<file path="config.mk">
export PLATFORM = sky130hd
export DESIGN_NAME = zxuno_clken_gen
export DESIGN_NICKNAME = d
export VERILOG_FILES = /design/src/rtl/zxuno_clken_gen.sv
export SDC_FILE = /design/constraint.sdc
export NUM_CORES = 1
export LEC_CHECK = 0
export BUFFER_PORTS_ARGS = -buffer_cell sky130_fd_sc_hd__buf_2
export CORE_ASPECT_RATIO = 0.7
export CORE_MARGIN = 2
export CORE_UTILIZATION = 54
export DETAILED_ROUTE_END_ITERATION = 8
export GPL_TIMING_DRIVEN = 0
export HOLD_SLACK_MARGIN = 0.03
export PLACE_DENSITY = 0.89
export SYNTH_ARGS = -nofsm -noshare
export SYNTH_HDL_FRONTEND = slang
export SYNTH_SLANG_ARGS = --single-unit
</file>
<file path="constraint.sdc">
create_clock -name sysclk -period 2.9 [get_ports sysclk]
set_input_delay 0.58 -clock sysclk [delete_from_list [all_inputs] [get_ports sysclk]]
set_output_delay 0.58 -clock sysclk [all_outputs]
set_load 0.02 [all_outputs]
</file>
<file path="src/rtl/zxuno_clken_gen.sv">
// zxuno_clken_gen: log2-ratio clock-enable generator whose ratio changes are aligned to master-counter wrap
module zxuno_clken_gen #(
  parameter int CNT_W = 4,
  parameter int NCH = 3,
  parameter int DSEL_W = 3,
  parameter int RESET_DIV = 1
) (
  input  logic sysclk,
  input  logic rst_n,
  input  logic resync,
  input  logic [NCH*DSEL_W-1:0] ch_div,
  input  logic [NCH-1:0] ch_hold,
  output logic [NCH-1:0] ce,
  output logic [NCH-1:0] clk_lvl,
  output logic [NCH*DSEL_W-1:0] div_active,
  output logic [NCH-1:0] upd
);
  localparam int W1 = CNT_W + 1;
  logic [CNT_W-1:0] divs;
  logic wrap;
  assign wrap = &divs;
  // free-running master counter; resync restarts it so every channel realigns to zero
  always_ff @(posedge sysclk or negedge rst_n)
    if (!rst_n) divs <= '0;
    else divs <= resync ? '0 : divs + 1'b1;
  for (genvar i = 0; i < NCH; i++) begin : g_ch
    logic [DSEL_W-1:0] req, act_q;
    logic [W1-1:0] mask;
    logic hit, lvl, ce_q, lvl_q, upd_q;
    // mask covers the low d counter bits; its top bit is the square-wave source
    always_comb begin
      req = ch_div[i*DSEL_W +: DSEL_W] > DSEL_W'(CNT_W) ? DSEL_W'(CNT_W) : ch_div[i*DSEL_W +: DSEL_W];
      mask = (W1'(1) << act_q) - W1'(1);
      hit = ({1'b0, divs} & mask) == mask;
      lvl = |({1'b0, divs} & (mask ^ (mask >> 1)));
    end
    // per-channel enable, level and ratio register; new ratio only takes effect at wrap or resync
    always_ff @(posedge sysclk or negedge rst_n)
      if (!rst_n) begin
        act_q <= DSEL_W'(RESET_DIV);
        ce_q <= 1'b0;
        lvl_q <= 1'b0;
        upd_q <= 1'b0;
      end else begin
        ce_q <= hit & ~ch_hold[i] & ~resync;
        lvl_q <= lvl & ~resync;
        upd_q <= (wrap | resync) && req != act_q;
        if (wrap | resync) act_q <= req;
      end
    assign ce[i] = ce_q;
    assign clk_lvl[i] = lvl_q;
    assign upd[i] = upd_q;
    assign div_active[i*DSEL_W +: DSEL_W] = act_q;
  end
endmodule

</file>
== Word-level counts from Yosys, hierarchy flattened ==
Index checks and enable logic that the tools add are counted.
W data, S select, Z words.
Word-level totals
  latch bits: 0
  memory bits (writable): 0
  memories: 0
  word-level logic and storage cells: 63
  output and inout port bits: 18
  register bits: 22
  memory bits (read-only): 0
Cells by class
  $add $sub $neg: 4
  divide/modulo/power cells: 0
  muxes and demuxes: 4
  magnitude comparators: 3
  shift operators: 3
  $mul: 0
  equal/unequal tests: 6
  bitwise logic cells: 23
  reduce and logical (&&, ||, !) cells: 7
Operator list (number)
  $and A4 B5 Y5: 6
  $eq A5 B5 Y1: 3
  $reduce_or A5 Y1: 3
  $shl A1 B3 Y5 const A: 3
  $sub A5 B2 Y5 const B: 3
  $xor A5 B4 Y5: 3
  $and A1 B1 Y1: 9
  $gt A3 B3 Y1 const B: 3
  $mux W3: 3
  $ne A3 B3 Y1: 3
  $add A4 B1 Y4 const B: 1
  $mux W4: 1
  $not A1 Y1: 4
  $reduce_and A4 Y1: 1
  $logic_and A1 B1 Y1: 3
  $or A1 B1 Y1: 1

== Logic depth before layout (Yosys ltp) ==
Gate-level depths: netlist (run 1).
  word-level depth: 6
  mapped depth: 9
  gate-level depth less buffers: 7

== Worst setup path before layout (run 1) ==
Ideal clock, no wire load.
  path type: register -> register
  start: register g_ch[2].act_q[0]
  end: register g_ch[2].lvl_q
  arrival time: 2.177 ns
  setup slack: 0.642 ns
  setup time: 0.082 ns
  cell stages (with the launch flop): 8
  buffers on the path: 2
  required time: 2.818 ns
  path through: dfstp_2 > buf_6 > or3b_2 > ha_1 > buf_2 > xnor2_1 > mux2_2 > a31oi_2
On the way
  longest elaborated chain between the ends: 6
RTL lines
  start: declaration: RTL line 27  | logic [DSEL_W-1:0] req, act_q;
  start signal: assignment: RTL line 40  | act_q <= DSEL_W'(RESET_DIV);
  start signal: assignment: RTL line 48  | if (wrap | resync) act_q <= req;
  $shl A1 B3 Y5: RTL line 33  | mask = (W1'(1) << act_q) - W1'(1);
  $sub A5 B2 Y5: RTL line 33
  $xor A5 B4 Y5: RTL line 35  | lvl = |({1'b0, divs} & (mask ^ (mask >> 1)));
  $and A4 B5 Y5: RTL line 35
  $reduce_or A5 Y1: RTL line 35
  $and A1 B1 Y1: RTL line 46  | lvl_q <= lvl & ~resync;
  end signal: assignment: RTL line 46
  end: declaration: RTL line 29  | logic hit, lvl, ce_q, lvl_q, upd_q;
No other way between the ends.
A chain may end at the register's enable or synchronous reset.

== Worst setup path in the final report (run 1) ==
Same ends and word-level chain as after synthesis.

==> metrics.md, run 1 <==
| Metric | Value |
|---|---|
| Status | completed |
| Max_cap viols | 0 |
| Synth unique cells | 35 |
| Top Layer Used | met3 |
| Register area share after synthesis | 0.3445 |
| Average wire per standard cell | 13.24 um |
| Die width | 69.25 um |
| Worst path max stage delay | 0.54 ns |
| Vias after detailed routing | 1360 |
| Crit path cell chain | buf_6 -> or3b_2 -> ha_1 -> buf_2 -> xnor2_1 -> mux2_2 -> a31oi_2 |
| Root buffer cell | clkbuf_8 |
| HP Class | in -> async |
| DRT iter0 DRCs | 82 |
| CP top delay family | flip-flops |
| Period minus WS final | 2.349 ns |
| WP data required | 3.09 ns |
| Filler cell count | 249 |
| Register bit count reported by yosys | 22 |
| Worst EP arrival | 2.54 ns |
| Total of warnings raised by yosys | 0 |
| WL final | 3364 um |
| Switch share | 0.3329 |
| Synth Flop Type | dfrtp_1 |
| Placed cell area | 0.001814 sq mm |
| Post-synth EDFFs | 0 |
| Asr flop ratio synth | 1.000 |
| Slew @ Worst Pin | 0.5553 ns |
| Crit path kind | reg -> reg |
| Combinational share of power | 0.356 |
| Crit path capture type | flop |
| WP buf/inv | 2 |
| Hold buffers post-CTS | 0 |
| Setup bufs post-CTS | 0 |
| Cell Area, Synth | 0.001609 sq mm |
| Commonest cells in the netlist | dfrtp_1 (19), nor2_1 (19), nand2_1 (13) |
| Setup violators final | 0 |
| First-pass GRT wire length | 5685 um |
| FMAX | 0.4258 GHz |
| Mapped Cells | 182 |
| ANT nets after route | 0 |
| Top post-synthesis cells by area | dfrtp_1 (30%), dfstp_2 (4.9%), nor2_1 (4.4%), xnor2_1 (4.4%), xor2_1 (4.4%) |
| Max FO, Critical Path | 10 |
| Tot GR Track Use | 0.2055 |
| Post-Syn Nets | 201 |
| Clock buffer depth | 2 |
| Post-CTS sizing | 0 |
| Clock power frac | 0.251 |
| Initial DRT Pass Iterations | 4 |
| PD cells | 476.0 mW/mm^2 |
| Top cell type by total area after synthesis | dfrtp_1 |
| Metal2 WL | 1571 um |
| Row count | 16 |
| H-tree depth | 1 |
| IO Pins | 33 |
| Clock Skew | 0.004364 ns |
| Part of the cycle the worst path needs | 0.8099 |
| Num CTS Buffers | 3 |
| Peak supply drop | 0.3308 mV |
| Remaining DRCs | 0 |
| Post-synth top area share | 0.2955 |
| Grt total ovfl | 0 |
| CORE AREA | 0.002823 sq mm |
| Lkg Pwr | 0.0008460 uW |
| Clock Latency Late Sink | 0.26 ns |
| Starting density of the core | 0.5700 |
| Diodes inserted | 0 |
| Unrepaired setup endpoints after global routing | false |
| CTS tree | yes |
| Slew HR | 0.6287 |
| Final TNS setup | 0 ns |
| Die area | 0.003439 sq mm |
| Placer congestion estimate | 0.7793 |
| Detail Route met3 WL | 202 um |
| Synthesized area per cell | 8.841 sq um |
| Final Hold Vio Count | 0 |
| Worst path slowest cell | dfstp_2 |
| Overall die height | 49.67 um |
| Port Buffer Count | 32 |
| Initial antenna violation count | 0 |
| Routed met1 length | 1591 um |
| P_int | 593.6 uW |
| Number of global-route vias before repair | 1233 |
| Clock transition at path regs | 0.08 ns |
| Largest net degree at the start of global routing | 23 |
| Via density | 5.354 |
| Layout area overhead | 16.17% |
| Crit path launch type | flop |
| Final HPWL DP | 2418 um |
| CTS Sinks | 22 |
| Switching power | 296.3 uW |
| Layout cells sized above 1 | 0.3257 |
| Seq pwr share | 0.394 |
| Number of nets in the layout | 238 |
| Max Slew Vio Count | 0 |
| Post-route cell area | 0.001869 sq mm |
-- power groups by stage --
stage,clock [uW],sequential (uW),combinational (uW)
final,223,350,317
after global routing,247,354,350
after CTS,228,351,317
after detailed placement,0,356,316
after global placement,0,355,307
after floorplan,0,367,227
-- kinds of logic after synthesis --
group,count (synthesis),share of synthesized area
flip-flops,22,0.3445
AO/OA/AOI/OAI,36,0.1571
XOR/XNOR,16,0.08710
buffers and inverters,30,0.1065
adder cells (fa/ha/maj),4,0.03111
AND/OR/NAND/NOR,65,0.2100
multiplexers,9,0.06376
-- layout by cell type, fill, tap and decap left out --
cell,n
a211oi_1,3
a21boi_0,3
a21oi_1,5
a22oi_1,3
a311oi_1,3
a31oi_1,1
a31oi_2,2
buf_2,40
buf_4,9
buf_6,2
clkbuf_1,7
clkbuf_8,4
dfrtp_1,19
dfstp_2,3
ha_1,4
inv_1,4
mux2_2,6
mux2_4,1
mux2i_1,2
nand2_1,13
nand2b_1,11
nand3_1,1
nor2_1,19
nor2b_1,2
nor3_1,8
nor3b_1,4
nor3b_2,2
nor4_1,3
o211a_1,1
o211ai_1,2
o21ai_0,9
o221ai_1,3
o22ai_1,1
or3b_2,2
xnor2_1,8
xor2_1,8
-- final timing paths --
path / start / cells after the start / slack, ns / end
worst min register to register: divs[1] / 2 / 0.61 / divs[1]
min in group sysclk: ch_div[0] / 3 / 0.56 / g_ch[0].act_q[0]
max in group asynchronous: rst_n / 1 / 2.27 / g_ch[2].act_q[0]
worst min-delay path: rst_n / 1 / 0.27 / g_ch[2].lvl_q
worst max-delay path: g_ch[2].act_q[0] / 7 / 0.55 / g_ch[2].lvl_q
worst max register to register: g_ch[2].act_q[0] / 7 / 0.55 / g_ch[2].lvl_q
-- routing by layer --
layer  GRT usage  up-vias
li1            -      697
met1      0.2879      626
met2      0.3237       37
met3     0.05930        0
met4     0.03268        0
met5           0        -
-- registers in the layout, summed over array words and instances (netlist names) --
register and flops:
g_ch.upd_q 3, g_ch.act_q 9, divs 4, g_ch.lvl_q 3, g_ch.ce_q 3
-- worst register-to-register path, delay by kind of cell, from the launching register on --
family | cells | cell delay, ns
compound gates | 1 | 0.17
simple gates | 1 | 0.45
buf+inv | 2 | 0.29
fa+ha+maj | 1 | 0.19
mux | 1 | 0.38
xor+xnor | 1 | 0.26
flops | 1 | 0.54
-- metrics by stage --
stage	hold slack [ns]	util	cells	power, uW	setup WS (ns)
4_1_cts	0.2940	0.6622	254	895.8	0.5412
3_3_place_gp	0.5690	0.6427	250	661.9	0.5989
2_1_floorplan	0.2844	-	182	594.0	0.6418
6_report	0.2711	0.6622	254	889.9	0.5512
3_5_place_dp	0.5831	0.6427	250	671.7	0.5549
5_1_grt	0.3113	0.6622	254	950.7	0.4332
-- area by class of cell --
cell class	instances	area [sq um]	share of cell area
well taps	36	45.04	0.02410
repair buffers	32	160.2	0.08568
inverters	4	15.01	0.008032
clock buffers	4	55.05	0.02945
plain buffers	26	156.4	0.08367
flip-flops and latches	22	554.3	0.2965
multi-input cells	130	883.3	0.4726
(Power assumes the default switching activity.)
==> run 2, diff against run 1 <==
Clock period 2.9 ns to 2.3 ns, I/O delays scaled along.
==> run 2 against run 1 <==
Fmax up 5.1%. Non-clock buffer count unchanged. Utilization up 1.4 points. First-iteration DRC count grew 1.2%. Cell area rose by 2.1%. Combinational power is 33% higher.
==> metrics.md, run 2 (synthesis results as in run 1) <==
| Metric | Value |
|---|---|
| Status | completed |
| Slew HR | 0.6203 |
| Non-Filler Instances | 254 |
| Port Buffer Count | 32 |
| Max reg flops | 9 |
| Clock Latency Late Sink | 0.26 ns |
| Crit path kind | reg -> reg |
| Post-layout power | 1146 uW |
| Worst EP arrival | 2.42 ns |
| Combinational share of power | 0.367 |
| Worst setup path end | g_ch[1].lvl_q |
| Clock transition at path regs | 0.08 ns |
| Unrepaired setup endpoints after global routing | false |
| Grt total ovfl | 0 |
| Util after Layout | 0.6764 |
| Placed cell count | 250 |
| Initial DRT Pass Iterations | 4 |
| Seq pwr share | 0.389 |
| Num CTS Buffers | 3 |
| Diodes inserted | 0 |
| Slew @ Worst Pin | 0.5678 ns |
| Worst path max stage delay | 0.54 ns |
| Largest regs | g_ch.act_q x9, divs x4 |
| PD cells | 600.1 mW/mm^2 |
| Layout cells sized above 1 | 0.3578 |
| CTS Sinks | 22 |
| Number of nets in the layout | 238 |
| Lkg Pwr | 0.0008635 uW |
| Largest net degree at the start of global routing | 23 |
| Crit path launch type | flop |
| Max Slew Vio Count | 0 |
| Crit path launch | g_ch[1].act_q[0] |
| First-pass GRT wire length | 5733 um |
| WP buf/inv | 2 |
| Remaining DRCs | 0 |
| CP top delay family | flip-flops |
| Initial antenna violation count | 0 |
| Most common cell after layout, fill and taps aside | buf_2 |
| FMAX | 0.4475 GHz |
| Overall die height | 49.67 um |
| Setup violators final | 0 |
| Final Hold Vio Count | 0 |
| Final HPWL DP | 2418 um |
| DRT iter0 DRCs | 83 |
| CTS tree | yes |
| Max_cap viols | 0 |
| IO Pins | 33 |
| Crit path capture type | flop |
| Largest reg by FF count | g_ch.act_q |
| HP Class | in -> async |
| Clock Skew | 0.004027 ns |
| Layout area overhead | 18.66% |
| Root buffer cell | clkbuf_8 |
| Clock buffer depth | 2 |
| Peak supply drop | 0.4267 mV |
| Die width | 69.25 um |
| WP data required | 2.48 ns |
| Max FO, Critical Path | 10 |
| Final TNS setup | 0 ns |
| Part of the cycle the worst path needs | 0.9716 |
| CORE AREA | 0.002823 sq mm |
| CP Depth | 7 |
| Critical R2R Capture | g_ch[1].lvl_q |
| Worst R2R Setup Slack | 0.07 ns |
| Clock power frac | 0.244 |
| WL final | 3459 um |
| Crit path cell chain | buf_6 -> or3b_2 -> ha_1 -> buf_2 -> xnor2_2 -> mux2_4 -> a31oi_2 |
| Row count | 16 |
| Vias after detailed routing | 1389 |
| Worst path slowest cell | dfstp_2 |
| H-tree depth | 1 |
| Via density | 5.469 |
| Average wire per standard cell | 13.62 um |
| Switch share | 0.3340 |
| Worst Reg-to-Reg Cells | 7 |
| Number of global-route vias before repair | 1234 |
| Die area | 0.003439 sq mm |
| ANT nets after route | 0 |
| Tot GR Track Use | 0.2074 |
| Switching power | 382.7 uW |
| Hold buffers post-CTS | 0 |
| Worst Hold Slack | 0.1535 ns |
| Worst reg2reg startpoint | g_ch[1].act_q[0] |
| P_int | 763.0 uW |
| Period minus WS final | 2.235 ns |
| Commonest non-fill, non-tap cells in the layout | buf_2 (39), nor2_1 (19), dfrtp_1 (19) |
| Placer congestion estimate | 0.7793 |
| Starting density of the core | 0.5700 |
run 2: area by class of cell:
cell class	count	area (sq um)
timing repair buffer	34	175.2
inverter	4	15.01
multi-input combinational	130	917.1
buffer	24	147.6
fill	242	913.4
clock buffer	4	55.05
sequential	22	554.3
tap	36	45.04
run 2: stage by stage:
step / setup WS (ns) / cell area, sq um
after CTS: 0.02409 / 1884
final: 0.06528 / 1909
after detailed placement: -0.04514 / 1814
after global routing: 0.01402 / 1909
after global placement: -0.001144 / 1814
after floorplan: 0.04177 / 1609
run 2: power by group through the flow:
stage | clock network (uW) | registers [uW] | logic (uW)
detailed placement | 0 | 449 | 398
finish | 279 | 446 | 421
global placement | 0 | 447 | 387
global route | 312 | 450 | 461
floorplan | 0 | 462 | 287
CTS | 288 | 442 | 407
run 2: what timing repair did:
action / in CTS / in global routing
setup buffers: 0 / 2
hold endpoints to repair: 0 / 0
setup endpoints to repair: 2 / 3
resized for setup: 2 / 4
pin swaps: 1 / 2
run 2: worst min path at each step:
stage	from	to	slack, ns
after floorplan	rst_n	divs[0]	0.16
after global placement	rst_n	g_ch[2].act_q[2]	0.45
after detailed placement	rst_n	g_ch[2].act_q[1]	0.46
after CTS	rst_n	g_ch[2].lvl_q	0.17
after global routing	rst_n	g_ch[2].lvl_q	0.19
final	rst_n	g_ch[2].lvl_q	0.15
run 2: per-layer routing:
metal	global-route usage	part of all wire
met1	0.2935	0.48
met3	0.05930	0.049
met5	0	0
met2	0.3205	0.46
met4	0.03922	0.0058
